<file path="src/rtl/store_buffer_pkg.sv">
// Shared definitions for the memory-stage store path: store type codes,
// byte-enable patterns and the layout of one queued store entry.
package store_buffer_pkg;

    localparam int unsigned SB_AW   = 32;
    localparam int unsigned WORD_AW = SB_AW - 2;
    localparam int unsigned DW      = 32;
    localparam int unsigned BW      = DW / 8;

    localparam logic [1:0] ST_SW  = 2'b00;
    localparam logic [1:0] ST_SH  = 2'b01;
    localparam logic [1:0] ST_SB  = 2'b10;
    localparam logic [1:0] ST_RSV = 2'b11;

    localparam logic [BW-1:0] BE_NONE    = 4'b0000;
    localparam logic [BW-1:0] BE_WORD    = 4'b1111;
    localparam logic [BW-1:0] BE_LO_HALF = 4'b0011;
    localparam logic [BW-1:0] BE_HI_HALF = 4'b1100;
    localparam logic [BW-1:0] BE_BYTE0   = 4'b0001;

    typedef struct packed {
        logic [WORD_AW-1:0] word_addr;
        logic [DW-1:0]      wdata;
        logic [BW-1:0]      be;
    } sb_entry_t;

endpackage

</file>
<file path="src/rtl/store_buffer_if.sv">
// Store request, load-hazard probe and data-memory write bus of the store buffer.
interface store_buffer_if #(
    parameter int unsigned DEPTH = 4,
    parameter int unsigned AW    = 32
);
    localparam int unsigned CW = $clog2(DEPTH) + 1;

    logic          st_valid;
    logic [1:0]    st_type;
    logic [AW-1:0] st_addr;
    logic [31:0]   st_data;
    logic          st_ready;
    logic          st_addr_err;
    logic [AW-1:0] ld_addr;
    logic          ld_hit;
    logic          bus_req;
    logic [AW-1:0] bus_addr;
    logic [31:0]   bus_wdata;
    logic [3:0]    bus_be;
    logic          bus_ack;
    logic [CW-1:0] count;
    logic          empty;

    // Requester / memory side
    modport master (
        output st_valid, st_type, st_addr, st_data, ld_addr, bus_ack,
        input  st_ready, st_addr_err, ld_hit, bus_req, bus_addr, bus_wdata,
               bus_be, count, empty
    );

    // Store buffer side
    modport slave (
        input  st_valid, st_type, st_addr, st_data, ld_addr, bus_ack,
        output st_ready, st_addr_err, ld_hit, bus_req, bus_addr, bus_wdata,
               bus_be, count, empty
    );

endinterface

</file>
<file path="src/rtl/store_buffer_align.sv">
// Store alignment check and write-data/byte-enable formatting; purely
// combinational so an uncached store path can reuse it unchanged.
module store_buffer_align
    import store_buffer_pkg::*;
(
    input  logic [1:0]    st_type,
    input  logic [1:0]    addr_lo,
    input  logic [DW-1:0] st_data,
    output logic          legal_c,
    output logic [BW-1:0] be_c,
    output logic [DW-1:0] wdata_c
);

    always_comb begin
        legal_c = 1'b0;
        be_c    = BE_NONE;
        wdata_c = '0;
        case (st_type)
            ST_SW: begin
                legal_c = (addr_lo == 2'b00);
                be_c    = BE_WORD;
                wdata_c = st_data;
            end
            ST_SH: begin
                legal_c = !addr_lo[0];
                be_c    = addr_lo[1] ? BE_HI_HALF : BE_LO_HALF;
                wdata_c = {2{st_data[15:0]}};
            end
            ST_SB: begin
                legal_c = 1'b1;
                be_c    = BE_BYTE0 << addr_lo;
                wdata_c = {4{st_data[7:0]}};
            end
            default: begin
                legal_c = 1'b0;
            end
        endcase
    end

endmodule

</file>
<file path="src/rtl/store_buffer.sv">
// Memory-stage store buffer: formats sw/sh/sb stores, queues them in order and
// drains them to data memory over req/ack, flagging loads that hit a pending word.
module store_buffer
    import store_buffer_pkg::*;
#(
    parameter int unsigned DEPTH = 4,
    parameter int unsigned AW    = SB_AW
) (
    input  logic          clk,
    input  logic          reset,
    store_buffer_if.slave sb
);

    localparam int unsigned PW = $clog2(DEPTH);
    localparam int unsigned CW = PW + 1;

    logic          legal_c;
    logic [BW-1:0] be_c;
    logic [DW-1:0] wdata_c;

    sb_entry_t        entry_q [DEPTH];
    sb_entry_t        entry_d [DEPTH];
    logic [DEPTH-1:0] valid_q, valid_d;
    logic [PW-1:0]    head_q, head_d;
    logic [PW-1:0]    tail_q, tail_d;
    logic [CW-1:0]    count_q, count_d;
    logic             err_q, err_d;

    logic      st_ready_c;
    logic      empty_c;
    logic      enq_c;
    logic      deq_c;
    logic      ld_hit_c;
    sb_entry_t head_c;
    logic      unused_ld_lo;

    store_buffer_align u_align (
        .st_type (sb.st_type),
        .addr_lo (sb.st_addr[1:0]),
        .st_data (sb.st_data),
        .legal_c (legal_c),
        .be_c    (be_c),
        .wdata_c (wdata_c)
    );

    // Readiness comes from the pre-edge count, so a full buffer never
    // accepts a store even when the head drains on the same edge.
    assign st_ready_c = (count_q != CW'(DEPTH));
    assign empty_c    = (count_q == '0);
    assign enq_c      = sb.st_valid && legal_c && st_ready_c;
    assign deq_c      = !empty_c && sb.bus_ack;
    assign head_c     = entry_q[head_q];

    // Next-state for queue storage, pointers, occupancy and error pulse
    always_comb begin
        entry_d = entry_q;
        valid_d = valid_q;
        head_d  = head_q;
        tail_d  = tail_q;
        count_d = count_q;
        err_d   = sb.st_valid && !legal_c;
        if (enq_c) begin
            entry_d[tail_q] = '{word_addr: WORD_AW'(sb.st_addr[AW-1:2]),
                                wdata:     wdata_c,
                                be:        be_c};
            valid_d[tail_q] = 1'b1;
            tail_d          = tail_q + PW'(1);
        end
        if (deq_c) begin
            valid_d[head_q] = 1'b0;
            head_d          = head_q + PW'(1);
        end
        case ({enq_c, deq_c})
            2'b10:   count_d = count_q + CW'(1);
            2'b01:   count_d = count_q - CW'(1);
            default: count_d = count_q;
        endcase
    end

    always_ff @(posedge clk or negedge reset) begin
        if (!reset) begin
            valid_q <= '0;
            head_q  <= '0;
            tail_q  <= '0;
            count_q <= '0;
            err_q   <= 1'b0;
        end else begin
            valid_q <= valid_d;
            head_q  <= head_d;
            tail_q  <= tail_d;
            count_q <= count_d;
            err_q   <= err_d;
        end
    end

    // Payload storage needs no reset: valid bits gate every use of it.
    always_ff @(posedge clk) begin
        entry_q <= entry_d;
    end

    // Word-granular hazard probe; the store being enqueued is not yet valid.
    always_comb begin
        ld_hit_c = 1'b0;
        for (int unsigned i = 0; i < DEPTH; i++) begin
            if (valid_q[i] && (entry_q[i].word_addr == WORD_AW'(sb.ld_addr[AW-1:2]))) begin
                ld_hit_c = 1'b1;
            end
        end
    end

    assign unused_ld_lo = ^sb.ld_addr[1:0];

    assign sb.st_ready    = st_ready_c;
    assign sb.st_addr_err = err_q;
    assign sb.ld_hit      = ld_hit_c;
    assign sb.bus_req     = !empty_c;
    assign sb.bus_addr    = {(AW-2)'(head_c.word_addr), 2'b00};
    assign sb.bus_wdata   = head_c.wdata;
    assign sb.bus_be      = head_c.be;
    assign sb.count       = count_q;
    assign sb.empty       = empty_c;

endmodule

</file>
<file path="src/flat_wrapper.sv">
// flat-port wrapper written by rule: the top's interface ports become plain ports
module store_buffer_flat import store_buffer_pkg::*;
#(
    parameter int unsigned DEPTH = 4,
    parameter int unsigned AW    = SB_AW
)
  (clk, reset, sb_st_valid, sb_st_type, sb_st_addr, sb_st_data, sb_ld_addr, sb_bus_ack, sb_st_ready, sb_st_addr_err, sb_ld_hit, sb_bus_req, sb_bus_addr, sb_bus_wdata, sb_bus_be, sb_count, sb_empty);
  store_buffer_if #(.DEPTH(DEPTH), .AW(AW)) sb_i ();
  input  logic clk;
  input  logic reset;
  input wire logic [$bits(sb_i.st_valid)-1:0] sb_st_valid;
  input wire logic [$bits(sb_i.st_type)-1:0] sb_st_type;
  input wire logic [$bits(sb_i.st_addr)-1:0] sb_st_addr;
  input wire logic [$bits(sb_i.st_data)-1:0] sb_st_data;
  input wire logic [$bits(sb_i.ld_addr)-1:0] sb_ld_addr;
  input wire logic [$bits(sb_i.bus_ack)-1:0] sb_bus_ack;
  output wire logic [$bits(sb_i.st_ready)-1:0] sb_st_ready;
  output wire logic [$bits(sb_i.st_addr_err)-1:0] sb_st_addr_err;
  output wire logic [$bits(sb_i.ld_hit)-1:0] sb_ld_hit;
  output wire logic [$bits(sb_i.bus_req)-1:0] sb_bus_req;
  output wire logic [$bits(sb_i.bus_addr)-1:0] sb_bus_addr;
  output wire logic [$bits(sb_i.bus_wdata)-1:0] sb_bus_wdata;
  output wire logic [$bits(sb_i.bus_be)-1:0] sb_bus_be;
  output wire logic [$bits(sb_i.count)-1:0] sb_count;
  output wire logic [$bits(sb_i.empty)-1:0] sb_empty;
  assign sb_i.st_valid = sb_st_valid;
  assign sb_i.st_type = sb_st_type;
  assign sb_i.st_addr = sb_st_addr;
  assign sb_i.st_data = sb_st_data;
  assign sb_i.ld_addr = sb_ld_addr;
  assign sb_i.bus_ack = sb_bus_ack;
  assign sb_st_ready = sb_i.st_ready;
  assign sb_st_addr_err = sb_i.st_addr_err;
  assign sb_ld_hit = sb_i.ld_hit;
  assign sb_bus_req = sb_i.bus_req;
  assign sb_bus_addr = sb_i.bus_addr;
  assign sb_bus_wdata = sb_i.bus_wdata;
  assign sb_bus_be = sb_i.bus_be;
  assign sb_count = sb_i.count;
  assign sb_empty = sb_i.empty;
  store_buffer #(.DEPTH(DEPTH), .AW(AW)) u_core (.clk(clk), .reset(reset), .sb(sb_i));
endmodule
</file>
<file path="config.mk">
export PLATFORM = sky130hd
export DESIGN_NAME = store_buffer_flat
export DESIGN_NICKNAME = d
export VERILOG_FILES = /design/src/rtl/store_buffer_pkg.sv /design/src/rtl/store_buffer_if.sv /design/src/rtl/store_buffer_align.sv /design/src/rtl/store_buffer.sv /design/src/flat_wrapper.sv
export SDC_FILE = /design/constraint.sdc
export NUM_CORES = 1
export LEC_CHECK = 0
export BUFFER_PORTS_ARGS = -buffer_cell sky130_fd_sc_hd__buf_2
export CAP_MARGIN = 30
export CORE_AREA = 2 2 152 154
export CTS_BUF_LIST = sky130_fd_sc_hd__clkbuf_16
export DETAILED_ROUTE_END_ITERATION = 6
export DIE_AREA = 0 0 154 156
export PLACE_DENSITY = 0.77
export SYNTH_ARGS = -nofsm -noshare
export SYNTH_HDL_FRONTEND = slang
export SYNTH_HIERARCHICAL = 1
export SYNTH_SLANG_ARGS = --single-unit
</file>
<file path="constraint.sdc">
create_clock -name clk -period 5.7 [get_ports clk]
set_clock_uncertainty 0.15 [all_clocks]
set_input_delay 0.285 -clock clk [delete_from_list [all_inputs] [get_ports clk]]
set_output_delay 0.285 -clock clk [all_outputs]
set_load 0.05 [all_outputs]
</file>
# After elaboration in Yosys (flattened, before gate mapping)

Index checks and enable logic that the tools add are counted.

Input port bits: 102
Flip-flop bits (word level): 276
Output and inout bits: 76

Bitwise gates (word level): 5
$lt $le $gt $ge: 7
Reductions and logical operators: 18
Equality and inequality tests: 9
Mux-type cells: 21
Shift-type cells: 1
$add $sub $neg: 4

Operator list:

| kind                                                | count |
|---|---|
| bitwise mux 264 bit                                 | 1 |
| 2-to-1 mux 66 bit                                   | 3 |
| binary-select mux 66 bit (select 2 bit)             | 1 |
| demux 66 bit (select 2 bit)                         | 1 |
| == test 30 bit                                      | 4 |
| one-hot mux 32 bit (3 select lines)                 | 1 |
| 2-to-1 mux 4 bit                                    | 3 |
| one-hot mux 4 bit (3 select lines)                  | 1 |
| logical AND 1 bit                                   | 11 |
| >= comparator 3 bit, second input constant          | 2 |
| < comparator 2 x 3 -> 1 bit, second input constant  | 2 |
| 2-to-1 mux 1 bit                                    | 6 |
| inverter 2 -> 3 bit                                 | 2 |
| one-hot mux 3 bit (2 select lines)                  | 1 |
| adder 2 x 1 -> 2 bit, second input constant         | 2 |
| bitwise AND 4 bit                                   | 1 |
| demux 1 bit (select 2 bit)                          | 2 |
| == test 2 x 1 -> 1 bit, second input constant       | 2 |
| == test 2 bit, second input constant                | 2 |
| >= comparator 2 x 1 -> 1 bit, second input constant | 2 |
| logical NOT 2 bit                                   | 2 |
| inverter 4 bit                                      | 1 |
| OR 4 bit                                            | 1 |
| << shifter 1 x 2 -> 4 bit, first input constant     | 1 |
| other kinds (8)                                     | 10 |

# Depth between registers and ports, before layout

Gate-level depths: netlist of run 1.

Depth in word-level cells: 8
Gate-level depth with buffers: 12

# Modules after synthesis

Netlist of run 1, hierarchy kept.

Modules (own cells, without submodules):

| module             | cells each | seq. area each (um^2) | area an instance (um^2) | instances |
|---|---|---|---|---|
| store_buffer       | 586        | 8227.9                | 11639.9                 | 1 |
| store_buffer_align | 84         | 0.0                   | 514.2                   | 1 |

# Worst setup path before layout of run 1

OpenSTA, ideal clock, no wires.

Path type: reg2reg
Start point: register u_core.count_q[1], in the netlist u_core/sb.count[1]
End point: register u_core/entry_q[0] (netlist name), enable pin
Cell stages (with the launch flop): 6
Arrival: 3.212 ns
Buffers on the path: 1
Path slack: 1.905 ns
Cell sequence: dfrtp_1 -> inv_1 -> nand3_1 -> and3_1 -> buf_2 -> and2_1

Cells in the longest elaborated chain, start to end: 2

RTL lines:

| element                | RTL line           | text |
|---|---|---|
| from (decl)            | store_buffer.sv:26 | `logic [CW-1:0] count_q, count_d;` |
| from (signal assigned) | store_buffer.sv:91 | `count_q <= count_d;` |
| != test 3 bit          | store_buffer.sv:48 | `assign st_ready_c = (count_q != CW'(DEPTH));` |
| named net sb_st_ready  | flat_wrapper.sv:17 | `output wire logic [$bits(sb_i.st_ready)-1:0] sb_st_ready;` |
| logical AND 1 bit      | store_buffer.sv:50 | `assign enq_c = sb.st_valid && legal_c && st_ready_c;` |
| to (signal assigned)   | store_buffer.sv:98 | `entry_q <= entry_d;` |
| to (decl)              | store_buffer.sv:21 | `sb_entry_t entry_q [DEPTH];` |

The timed path passes the listed nets, and every way through them passes these cells.
A chain may end at the register's enable or synchronous reset.

# Worst setup path after layout of run 1

Start point: register u_core.head_q[0]
End point: output port sb_bus_addr[13]

Cells in the longest elaborated chain, start to end: 4

RTL lines:

| element                                              | RTL line           | text |
|---|---|---|
| from (decl)                                          | store_buffer.sv:24 | `logic [PW-1:0] head_q, head_d;` |
| from (signal assigned)                               | store_buffer.sv:83 | `head_q <= '0;` |
| from (signal assigned)                               | store_buffer.sv:89 | `head_q <= head_d;` |
| inverter 2 -> 3 bit (implied by the code)            | store_buffer.sv:52 | `assign head_c = entry_q[head_q];` |
| binary-select mux 66 bit (select 2 bit)              | store_buffer.sv:52 |  |
| 2-to-1 mux 66 bit (implied by the code) (2 in a row) | store_buffer.sv:52 |  |
| to (decl)                                            | flat_wrapper.sv:21 | `output wire logic [$bits(sb_i.bus_addr)-1:0] sb_bus_addr;` |

Every way passes these cells. The select of a mux whose other input is x is not followed.

==> impl_metrics.toml, run 1 <==
[run_status]
status = "completed"

[worst_setup_path]
path_max_fanout = 43
r2r-end = "u_core/entry_q[262]"
critical_path_class = "flop to output port"
cp.arrival_ns = 3.02
end_kind = "output port"
critPathRequiredTime_ns = 5.27
timing.rr.start = "u_core/sb.count[0]"
rrSetupSlack_ns = 3.16
crit_path_start_kind = "flop"
r2r_cells = 5

[sta]
hold_viol = 0
period_minus_slack_ns = 3.46
rsz0062_at_grt = "no"
fmax_mhz = 289
worstMarginPinSlew_ns = 0.897
finalSetupViolCount = 0
final-max-slew-violation-count = 0
fin_tns_setup_ns = 0
min_period_over_period_pct = 60.6
relSlewSlack_pct = 40.2

[routing]
wl_per_cell_um = 22.9
antenna_left = 0
drt-vias-per-instance = 5.65
vias = 6680
firstDrtPassIters = 5
drt-total-wl_mm = 27.1
drt_iter0_markers = 520
drc = 0

[clock_network]
cts_root_buf = "clkbuf_16"
clock-sinks = 276
clk_pin_slew_worst_paths_ns = 0.06
clockBufferDepth = 3
ctsResizeCount = 0
clock_latency_ns = 0.54
tritoncts = "yes"
cts_buffers = 29
cts_max_level = 1
post_cts_buffers = 0

[final_layout]
final_common_cell = "edfxtp_1"
drive_above_1_share_pct = 33.4
final_area_sq_um = 14500
most-common-layout-cells = "264 x edfxtp_1, 173 x buf_2, 79 x xnor2_1"
area_growth_pct = 19.4
fin_util_pct = 64.9
fin_nets = 986

[synthesis]
ys_seq_area_share_pct = 67.7
async_flop_share_pct = 4.35
yosysTopAreaCell = "edfxtp_1"
synth_edf_count = 264
synth.area.top_cells = "edfxtp_1 65%, mux4_2 12%, xnor2_1 5.7%"
syn_area_per_cell_sq_um = 18.1
synth-warning-count = 6
syn-cell-area_sq_um = 12200
synth_top_area_share_pct = 65.2
synth-main-ff-cell = "edfxtp_1"
ys_types = 34
synthCells = 670
ys_ff_latch = 276

[global_routing]
antenna_found_initial = 2
grt_pass1_wl_mm = 40.0
grt_max_degree = 44
grt_usage_pct = 22.3
grt_remaining_overflow = 0
grt_pass1_vias = 6925

[hold_path]
min_path_cells = 2
holdCritStartpoint = "sb_st_data[2]"
hp-class = "input pin to flop"
hold_end = "u_core/entry_q[6]"

[flow_run]
drv_cap = 0

[floorplan]
placeableCoreArea_sq_um = 22400
die-area_sq_um = 24000
die_w_um = 154
pin_count = 178
die_h_um = 156
rows = 55
start_util_pct = 54.3

[power_and_ir_drop]
powerDensity_nw_per_um2 = 496
peakVddDrop_uv = 269
p_leak_nw = 5.16

[placement]
io_buffers = 173
dp_hpwl_mm = 18.1
globalplace.congestion = 0.822
post_dp_cell_area_sq_um = 13200
worst max path at each step:
stage / depth (start not counted) / start / to / slack, ns
after floorplan: 5 / u_core/sb.count[1] / u_core/entry_q[0] / 1.91
after detailed placement: 7 / sb_st_type[0] / u_core/entry_q[72] / 2.36
final: 3 / u_core/head_q[0] / sb_bus_addr[13] / 2.24
after global placement: 7 / sb_st_type[0] / u_core/entry_q[62] / 2.25
after global routing: 3 / u_core/head_q[0] / sb_bus_addr[19] / 2.01
after CTS: 3 / u_core/head_q[0] / sb_bus_addr[19] / 2.09
through the flow:
| stage | hold slack [ns] | cells | power (mW) | worst slack [ns] |
|---|---|---|---|---|
| after CTS | 0.00221 | 1180 | 7.27 | 2.09 |
| final | 0.0332 | 1183 | 7.20 | 2.24 |
| after global routing | 0.0335 | 1182 | 7.46 | 2.01 |
| after global placement | 0.0272 | 1091 | 5.39 | 2.25 |
| after floorplan | -0.161 | 671 | 4.85 | 1.91 |
| after detailed placement | 0.0267 | 1092 | 5.42 | 2.36 |
critical path, stage by stage (launching register included):
cell and delay (ns):
dfrtp_4 0.98, buf_4 0.61, mux4_2 0.62, buf_2 0.24
where the power goes:
| group | total [mW] | switching, mW | internal [mW] |
|---|---|---|---|
| Sequential | 2.74 | 0.241 | 2.50 |
| Combinational | 2.63 | 1.77 | 0.856 |
| Clock | 1.83 | 0.730 | 1.10 |
registers in the layout, summed over array words and instances, names as in the netlist:
signal,flops
u_core/sb.count,3
u_core/entry_q,264
u_core/head_q,2
u_core/valid_q,4
u_core/sb.st_addr_err,1
u_core/tail_q,2
repair_timing:
action                                  CTS  global route
endpoints found under the setup margin    0             0
hold buffers                             35             0
endpoints found under the hold margin   141             0
Yosys cell counts, drive strengths merged, types with 12 or more instances:
master	instances
xor2	46
mux2i	17
inv	18
clkbuf	19
nand2	12
mux4	66
buf	26
nor4	16
nand4	25
dfrtp	12
o21ai	27
edfxtp	264
and2	13
xnor2	79
kinds of logic (layout without fill, tap and decap cells):
family / Yosys count / after routing / synth area share, %
flip-flops: 276 / 276 / 67.7
multiplexers: 83 / 83 / 13.6
AND/OR/NAND/NOR: 76 / 76 / 3.66
adder cells (fa/ha/maj): 10 / 10 / 1.09
other: 1 / 4 / 0.0309
XOR/XNOR: 125 / 125 / 9.01
AO/OA/AOI/OAI: 36 / 36 / 1.90
buffers and inverters: 63 / 288 / 2.98
cell type report:
| class | instances | area (sq um) |
|---|---|---|
| Inverter | 18 | 67.6 |
| Timing Repair Buffer | 217 | 1350 |
| Clock buffer | 29 | 726 |
| Clock inverter | 24 | 206 |
| Fill cell | 1586 | 7850 |
| Antenna cell | 2 | 5.00 |
| Sequential cell | 276 | 8230 |
| Multi-Input combinational cell | 332 | 3570 |
| Tap cell | 285 | 357 |
per-layer routing:
metal	wire length (um)	part of all wire, %	vias up	global-route usage, %
li1	-	-	2999	-
met1	10700	39	3379	28.6
met2	13800	51	262	39.0
met3	2040	7.5	40	5.33
met4	592	2.2	0	5.38
met5	0	0	-	0
Note: power is estimated with default switching activity, not from simulation.
==> run 2, diff against run 1 <==
--- a/config.mk
+++ b/config.mk
@@ -7,11 +7,11 @@
 export LEC_CHECK = 0
 export BUFFER_PORTS_ARGS = -buffer_cell sky130_fd_sc_hd__buf_2
 export CAP_MARGIN = 30
-export CORE_AREA = 2 2 152 154
+export CORE_AREA = 2 2 156 158
 export CTS_BUF_LIST = sky130_fd_sc_hd__clkbuf_16
 export DETAILED_ROUTE_END_ITERATION = 6
-export DIE_AREA = 0 0 154 156
-export PLACE_DENSITY = 0.77
+export DIE_AREA = 0 0 158 160
+export PLACE_DENSITY = 0.76
 export SYNTH_ARGS = -nofsm -noshare
 export SYNTH_HDL_FRONTEND = slang
 export SYNTH_HIERARCHICAL = 1
==> constraint.sdc (replaced) <==
create_clock -name clk -period 2.95 [get_ports clk]
set_clock_uncertainty 0.15 [all_clocks]
set_input_delay 0.1475 -clock clk [delete_from_list [all_inputs] [get_ports clk]]
set_output_delay 0.1475 -clock clk [all_outputs]
set_load 0.05 [all_outputs]
==> run 2 against run 1 <==
Register-to-register slack worse by 2.5 ns; global-route usage shrank 0.96 points; wire length is 0.30% higher; die area rose by 5.2%; utilization is 2.6 points lower; total power is 93% higher; flip-flop and latch count is the same; worst hold slack got worse by 0.0081 ns; non-clock buffer count is 29 higher; highest routed layer unchanged.
==> impl_metrics.toml, run 2 (same netlist as run 1, synthesis figures left out) <==
[run_status]
status = "completed"

[clock_network]
clock_latency_ns = 0.52
cts_root_buf = "clkbuf_16"
clockBufferDepth = 3
postCtsHoldBufs = 58
clk_pin_slew_worst_paths_ns = 0.06
ctsResizeCount = 0
clock-sinks = 276
post_cts_buffers = 0
tritoncts = "yes"
cts_max_level = 1
cts_buffers = 28

[floorplan]
pin_count = 178
placeableCoreArea_sq_um = 23800
rows = 57
die-area_sq_um = 25300
die_h_um = 160
start_util_pct = 51.0
die_w_um = 158

[hold_path]
hold_end = "u_core/entry_q[95]"
hp-class = "input pin to flop"
holdCritStartpoint = "sb_st_data[25]"
min_path_cells = 3

[routing]
drt-total-wl_mm = 27.2
drt-vias-per-instance = 5.44
drt_iter0_markers = 484
wl_per_cell_um = 21.8
firstDrtPassIters = 7
vias = 6785
drc = 0
antenna_left = 0

[worst_setup_path]
max_stage_delay_ns = 0.40
end_kind = "output port"
r2r_cells = 8
path_max_fanout = 2
crit_path_start_kind = "flop"
critPathRequiredTime_ns = 2.65
critical_path_class = "flop to output port"
r2r-end = "u_core/sb.count[2]"
cp_cell_sequence = "xnor2_1 > nand4_1 > nor4_1 > nand4_1 > nand4_1 > buf_2"
rrSetupSlack_ns = 0.67
timing.rr.start = "u_core/sb.count[2]"
cp_slowest_cell = "edfxtp_1"
cp_common_cell = "nand4_1"
cp.arrival_ns = 2.39

[flow_run]
drv_cap = 0

[power_and_ir_drop]
comb_power_share_pct = 38.6
power.switching_mw = 5.35
clock_power_share_pct = 24.1
swShare_pct = 38.4
p_int_mw = 8.57
peakVddDrop_uv = 694
powerDensity_nw_per_um2 = 938
p_leak_nw = 5.27
power_frac_seq_pct = 37.3

[final_layout]
fin_nets = 1014
largest_reg_flops = 264
final_area_sq_um = 14800
most-common-layout-cells = "264 x edfxtp_1, 173 x buf_2, 79 x xnor2_1"
regMostFlops = "u_core/entry_q"
antennaDiodeCount = 0
final_common_cell = "edfxtp_1"
area_growth_pct = 22.1
drive_above_1_share_pct = 32.9

[sta]
period_minus_slack_ns = 2.69
relSlewSlack_pct = 56.0
rsz0062_at_grt = "no"
hold_viol = 0
final-max-slew-violation-count = 0
min_period_over_period_pct = 91.2
finalSetupViolCount = 0
fmax_mhz = 372
worstMarginPinSlew_ns = 0.653
fin_tns_setup_ns = 0

[global_routing]
grt_pass1_vias = 6850
grt_usage_pct = 21.4
grt_remaining_overflow = 0
grt_max_degree = 68
antenna_found_initial = 0
grt_pass1_wl_mm = 40.0

[placement]
post_dp_cell_area_sq_um = 13400
io_buffers = 173
dp_hpwl_mm = 18.1
globalplace.congestion = 0.841
## run 2: cell types whose count changed in the layout (fill, tap and decap cells not counted), sizes merged
cell	change
buf	+6
diode	-2
clkinvlp	+3
dlygate4sd3	+23
bufinv	-2
inv	-1
clkinv	-1
## run 2: critical path, delay by kind of cell, from the launching register on
kind | cells | cell delay [ns]
flip-flops | 1 | 0.40
XOR/XNOR | 1 | 0.33
AND/OR/NAND/NOR | 4 | 0.85
buffers and inverters | 1 | 0.28
## run 2: through the flow
stage | instances | worst slack, ns | util [%] | total power, mW | hold slack (ns)
floorplan | 671 | -0.109 | - | 9.36 | -0.298
global placement | 1138 | 0.485 | 56.2 | 10.6 | -0.107
detailed placement | 1138 | 0.479 | 56.2 | 10.6 | -0.108
CTS | 1248 | 0.183 | 62.3 | 14.0 | 0.00299
global route | 1248 | 0.105 | 62.3 | 14.5 | 0.0343
finish | 1248 | 0.260 | 62.3 | 13.9 | 0.0252
## run 2: power by group through the flow
stage	registers [mW]	logic [mW]	clock network, mW
after floorplan	5.14	4.22	0
after global placement	5.26	5.33	0
after detailed placement	5.28	5.35	0
after CTS	5.20	5.43	3.42
after global routing	5.25	5.65	3.57
final	5.19	5.37	3.36
## run 2: cell type report
class                           instances  area [sq um]
Fill cell                            1751          8980
Sequential cell                       276          8230
Multi-Input combinational cell        332          3580
Timing Repair Buffer                  246          1670
Clock buffer                           29           726
Tap cell                              324           405
Clock inverter                         23           159
Inverter                               18          67.6
## run 2: worst max-delay path by stage
stage | depth (start not counted) | start | end | slack, ns
finish | 6 | u_core/entry_q[181] | sb_ld_hit | 0.26
CTS | 3 | u_core/head_q[0] | sb_bus_addr[30] | 0.18
floorplan | 5 | u_core/sb.count[1] | u_core/entry_q[0] | -0.11
global placement | 12 | sb_st_type[0] | u_core/sb.count[2] | 0.48
detailed placement | 12 | sb_st_type[0] | u_core/sb.count[2] | 0.48
global route | 3 | u_core/head_q[0] | sb_bus_addr[25] | 0.11
## run 2: routing by layer
layer	vias to the layer above	track usage, %	wire [um]
met5	-	0	0
met4	0	5.16	590
met3	40	4.83	2160
met2	298	36.0	13700
met1	3389	28.5	10800
li1	3058	-	-
==> run 3, diff against run 2 <==
--- a/config.mk
+++ b/config.mk
@@ -7,11 +7,11 @@
 export LEC_CHECK = 0
 export BUFFER_PORTS_ARGS = -buffer_cell sky130_fd_sc_hd__buf_2
 export CAP_MARGIN = 30
-export CORE_AREA = 2 2 156 158
+export CORE_AREA = 2 2 152 154
 export CTS_BUF_LIST = sky130_fd_sc_hd__clkbuf_16
 export DETAILED_ROUTE_END_ITERATION = 6
-export DIE_AREA = 0 0 158 160
-export PLACE_DENSITY = 0.76
+export DIE_AREA = 0 0 154 156
+export PLACE_DENSITY = 0.77
 export SYNTH_ARGS = -nofsm -noshare
 export SYNTH_HDL_FRONTEND = slang
 export SYNTH_HIERARCHICAL = 1
==> constraint.sdc (replaced) <==
create_clock -name clk -period 2.65 [get_ports clk]
set_clock_uncertainty 0.15 [all_clocks]
set_input_delay 0.1325 -clock clk [delete_from_list [all_inputs] [get_ports clk]]
set_output_delay 0.1325 -clock clk [all_outputs]
set_load 0.05 [all_outputs]
==> run 3 against run 2 <==
Total power grew 12%; global-route usage grew 2.2 points; largest power group unchanged; non-clock buffer count grew 15; combinational power grew 16%; worst setup slack lost 0.22 ns; highest routed layer is now met5.
==> impl_metrics.toml, run 3 (same netlist as run 1, synthesis figures left out) <==
[routing]
drt-total-wl_mm = 28.4
vias = 6990
antenna_left = 0
firstDrtPassIters = 4
drt-vias-per-instance = 5.72
drt_iter0_markers = 555
drc = 0
wl_per_cell_um = 23.2

[clock_network]
clk_pin_slew_worst_paths_ns = 0.06
post_cts_buffers = 0
clockBufferDepth = 3
clock_latency_ns = 0.54
tritoncts = "yes"
clock-sinks = 276
cts_max_level = 1
cts_root_buf = "clkbuf_16"
cts_buffers = 28

[global_routing]
top_usage_layer = "met2"
grt.met1_usage_pct = 30.4
grt_pass1_wl_mm = 42.4
gr-usage-met2_pct = 40.6
grt_pass1_vias = 7251
antenna_found_initial = 1
grt_usage_pct = 23.6
grt_max_degree = 70
gr-usage-met3_pct = 5.22
grt_remaining_overflow = 0

[worst_setup_path]
end_kind = "output port"
cp_cell_sequence = "xnor2_1 > nand4_1 > nor4_1 > nand4_1 > nand4_1 > clkbuf_4"
cp.arrival_ns = 2.33
path_buf_inv = 1
crit_path_start_kind = "flop"
path_max_fanout = 2
critPathTopFamily = "simple AND/OR/NAND/NOR gates"
critical_path_class = "flop to output port"
cp_slowest_cell = "edfxtp_1"
cp_common_cell = "nand4_1"
critPathRequiredTime_ns = 2.37
max_stage_delay_ns = 0.42

[power_and_ir_drop]
finalPower_mw = 15.6
peakVddDrop_uv = 855
powerDensity_nw_per_um2 = 1040
p_leak_nw = 5.38

[final_layout]
antennaDiodeCount = 0
area_growth_pct = 23.5
largest_reg_flops = 264
regMostFlops = "u_core/entry_q"
drive_above_1_share_pct = 33.7
fin_nets = 1029
most-common-layout-cells = "264 x edfxtp_1, 172 x buf_2, 77 x xnor2_1"
final_common_cell = "edfxtp_1"

[sta]
final-max-slew-violation-count = 0
layout_setup_ws_ns = 0.0418
hold_viol = 0
finalSetupViolCount = 0
rsz0062_at_grt = "yes"
relSlewSlack_pct = 61.6
period_minus_slack_ns = 2.61
worstMarginPinSlew_ns = 0.570
min_period_over_period_pct = 98.4
fin_tns_setup_ns = 0
fmax_mhz = 383

[floorplan]
rows = 55
die-area_sq_um = 24000
die_w_um = 154
die_h_um = 156
start_util_pct = 54.3
pin_count = 178
placeableCoreArea_sq_um = 22400

[placement]
dp_hpwl_mm = 18.5
io_buffers = 173
globalplace.congestion = 0.846
place_ws_ns = 0.311

[hold_path]
hp-class = "input pin to flop"

[flow_run]
drv_cap = 0

[run_status]
status = "completed"
==> run 3: per-layer routing <==
metal  share of wire [%]  vias up
met5               0.039        -
li1                    -     3088
met2                  50      345
met4                 3.2        2
met1                  38     3495
met3                 8.6       60
==> run 3: final timing paths <==
kind	startpoint	endpoint	slack, ns	cells past startpoint
setup reg to reg	u_core/sb.count[2]	u_core/sb.count[2]	0.34	8
hold / removal	sb_bus_ack	u_core/valid_q[3]	0.01	3
hold reg to reg	u_core/sb.count[0]	u_core/sb.count[0]	0.38	1
max in group asynchronous	reset	u_core/head_q[0]	1.39	3
setup / recovery	u_core/entry_q[65]	sb_ld_hit	0.04	6
min in group asynchronous	reset	u_core/sb.count[2]	0.53	3
==> run 3: what timing repair did <==
item	in CTS	in global routing
pin swaps	0	0
hold endpoints to repair	271	0
gates cloned	0	1
setup endpoints to repair	1	19
hold buffers	68	0
resized for setup	1	4
==> run 3: area by class of cell <==
type	instances	area (sq um)
Clock inverter	23	174
Multi-Input combinational cell	332	3610
Timing Repair Buffer	261	1870
Sequential cell	276	8230
Fill cell	1508	7360
Clock buffer	28	701
Inverter	18	67.6
Tap cell	285	357
==> run 3: power breakdown <==
part / internal [mW] / leakage (nW) / switching [mW]
sequential: 5.38 / 2.55 / 0.301
combinational: 2.06 / 2.37 / 4.15
clock: 2.12 / 0.453 / 1.60
total: 9.55 / 5.38 / 6.06
==> run 3: worst register-to-register path: cells and delay by family (launching register included) <==
family        cells  cell delay (ns)
xor+xnor          2             0.30
fa+ha+maj         2             0.65
buf+inv           1             0.06
flops             1             0.43
simple gates      3             0.65
==> run 3: through the flow <==
step                util, %  area (sq um)  cells  hold WS (ns)
floorplan                 -         12200    671        -0.313
global placement       59.9         13400   1103        -0.117
detailed placement     59.9         13400   1103        -0.116
CTS                    66.9         15000   1222       0.00185
global route           67.1         15000   1223        0.0555
finish                 67.1         15000   1223        0.0105
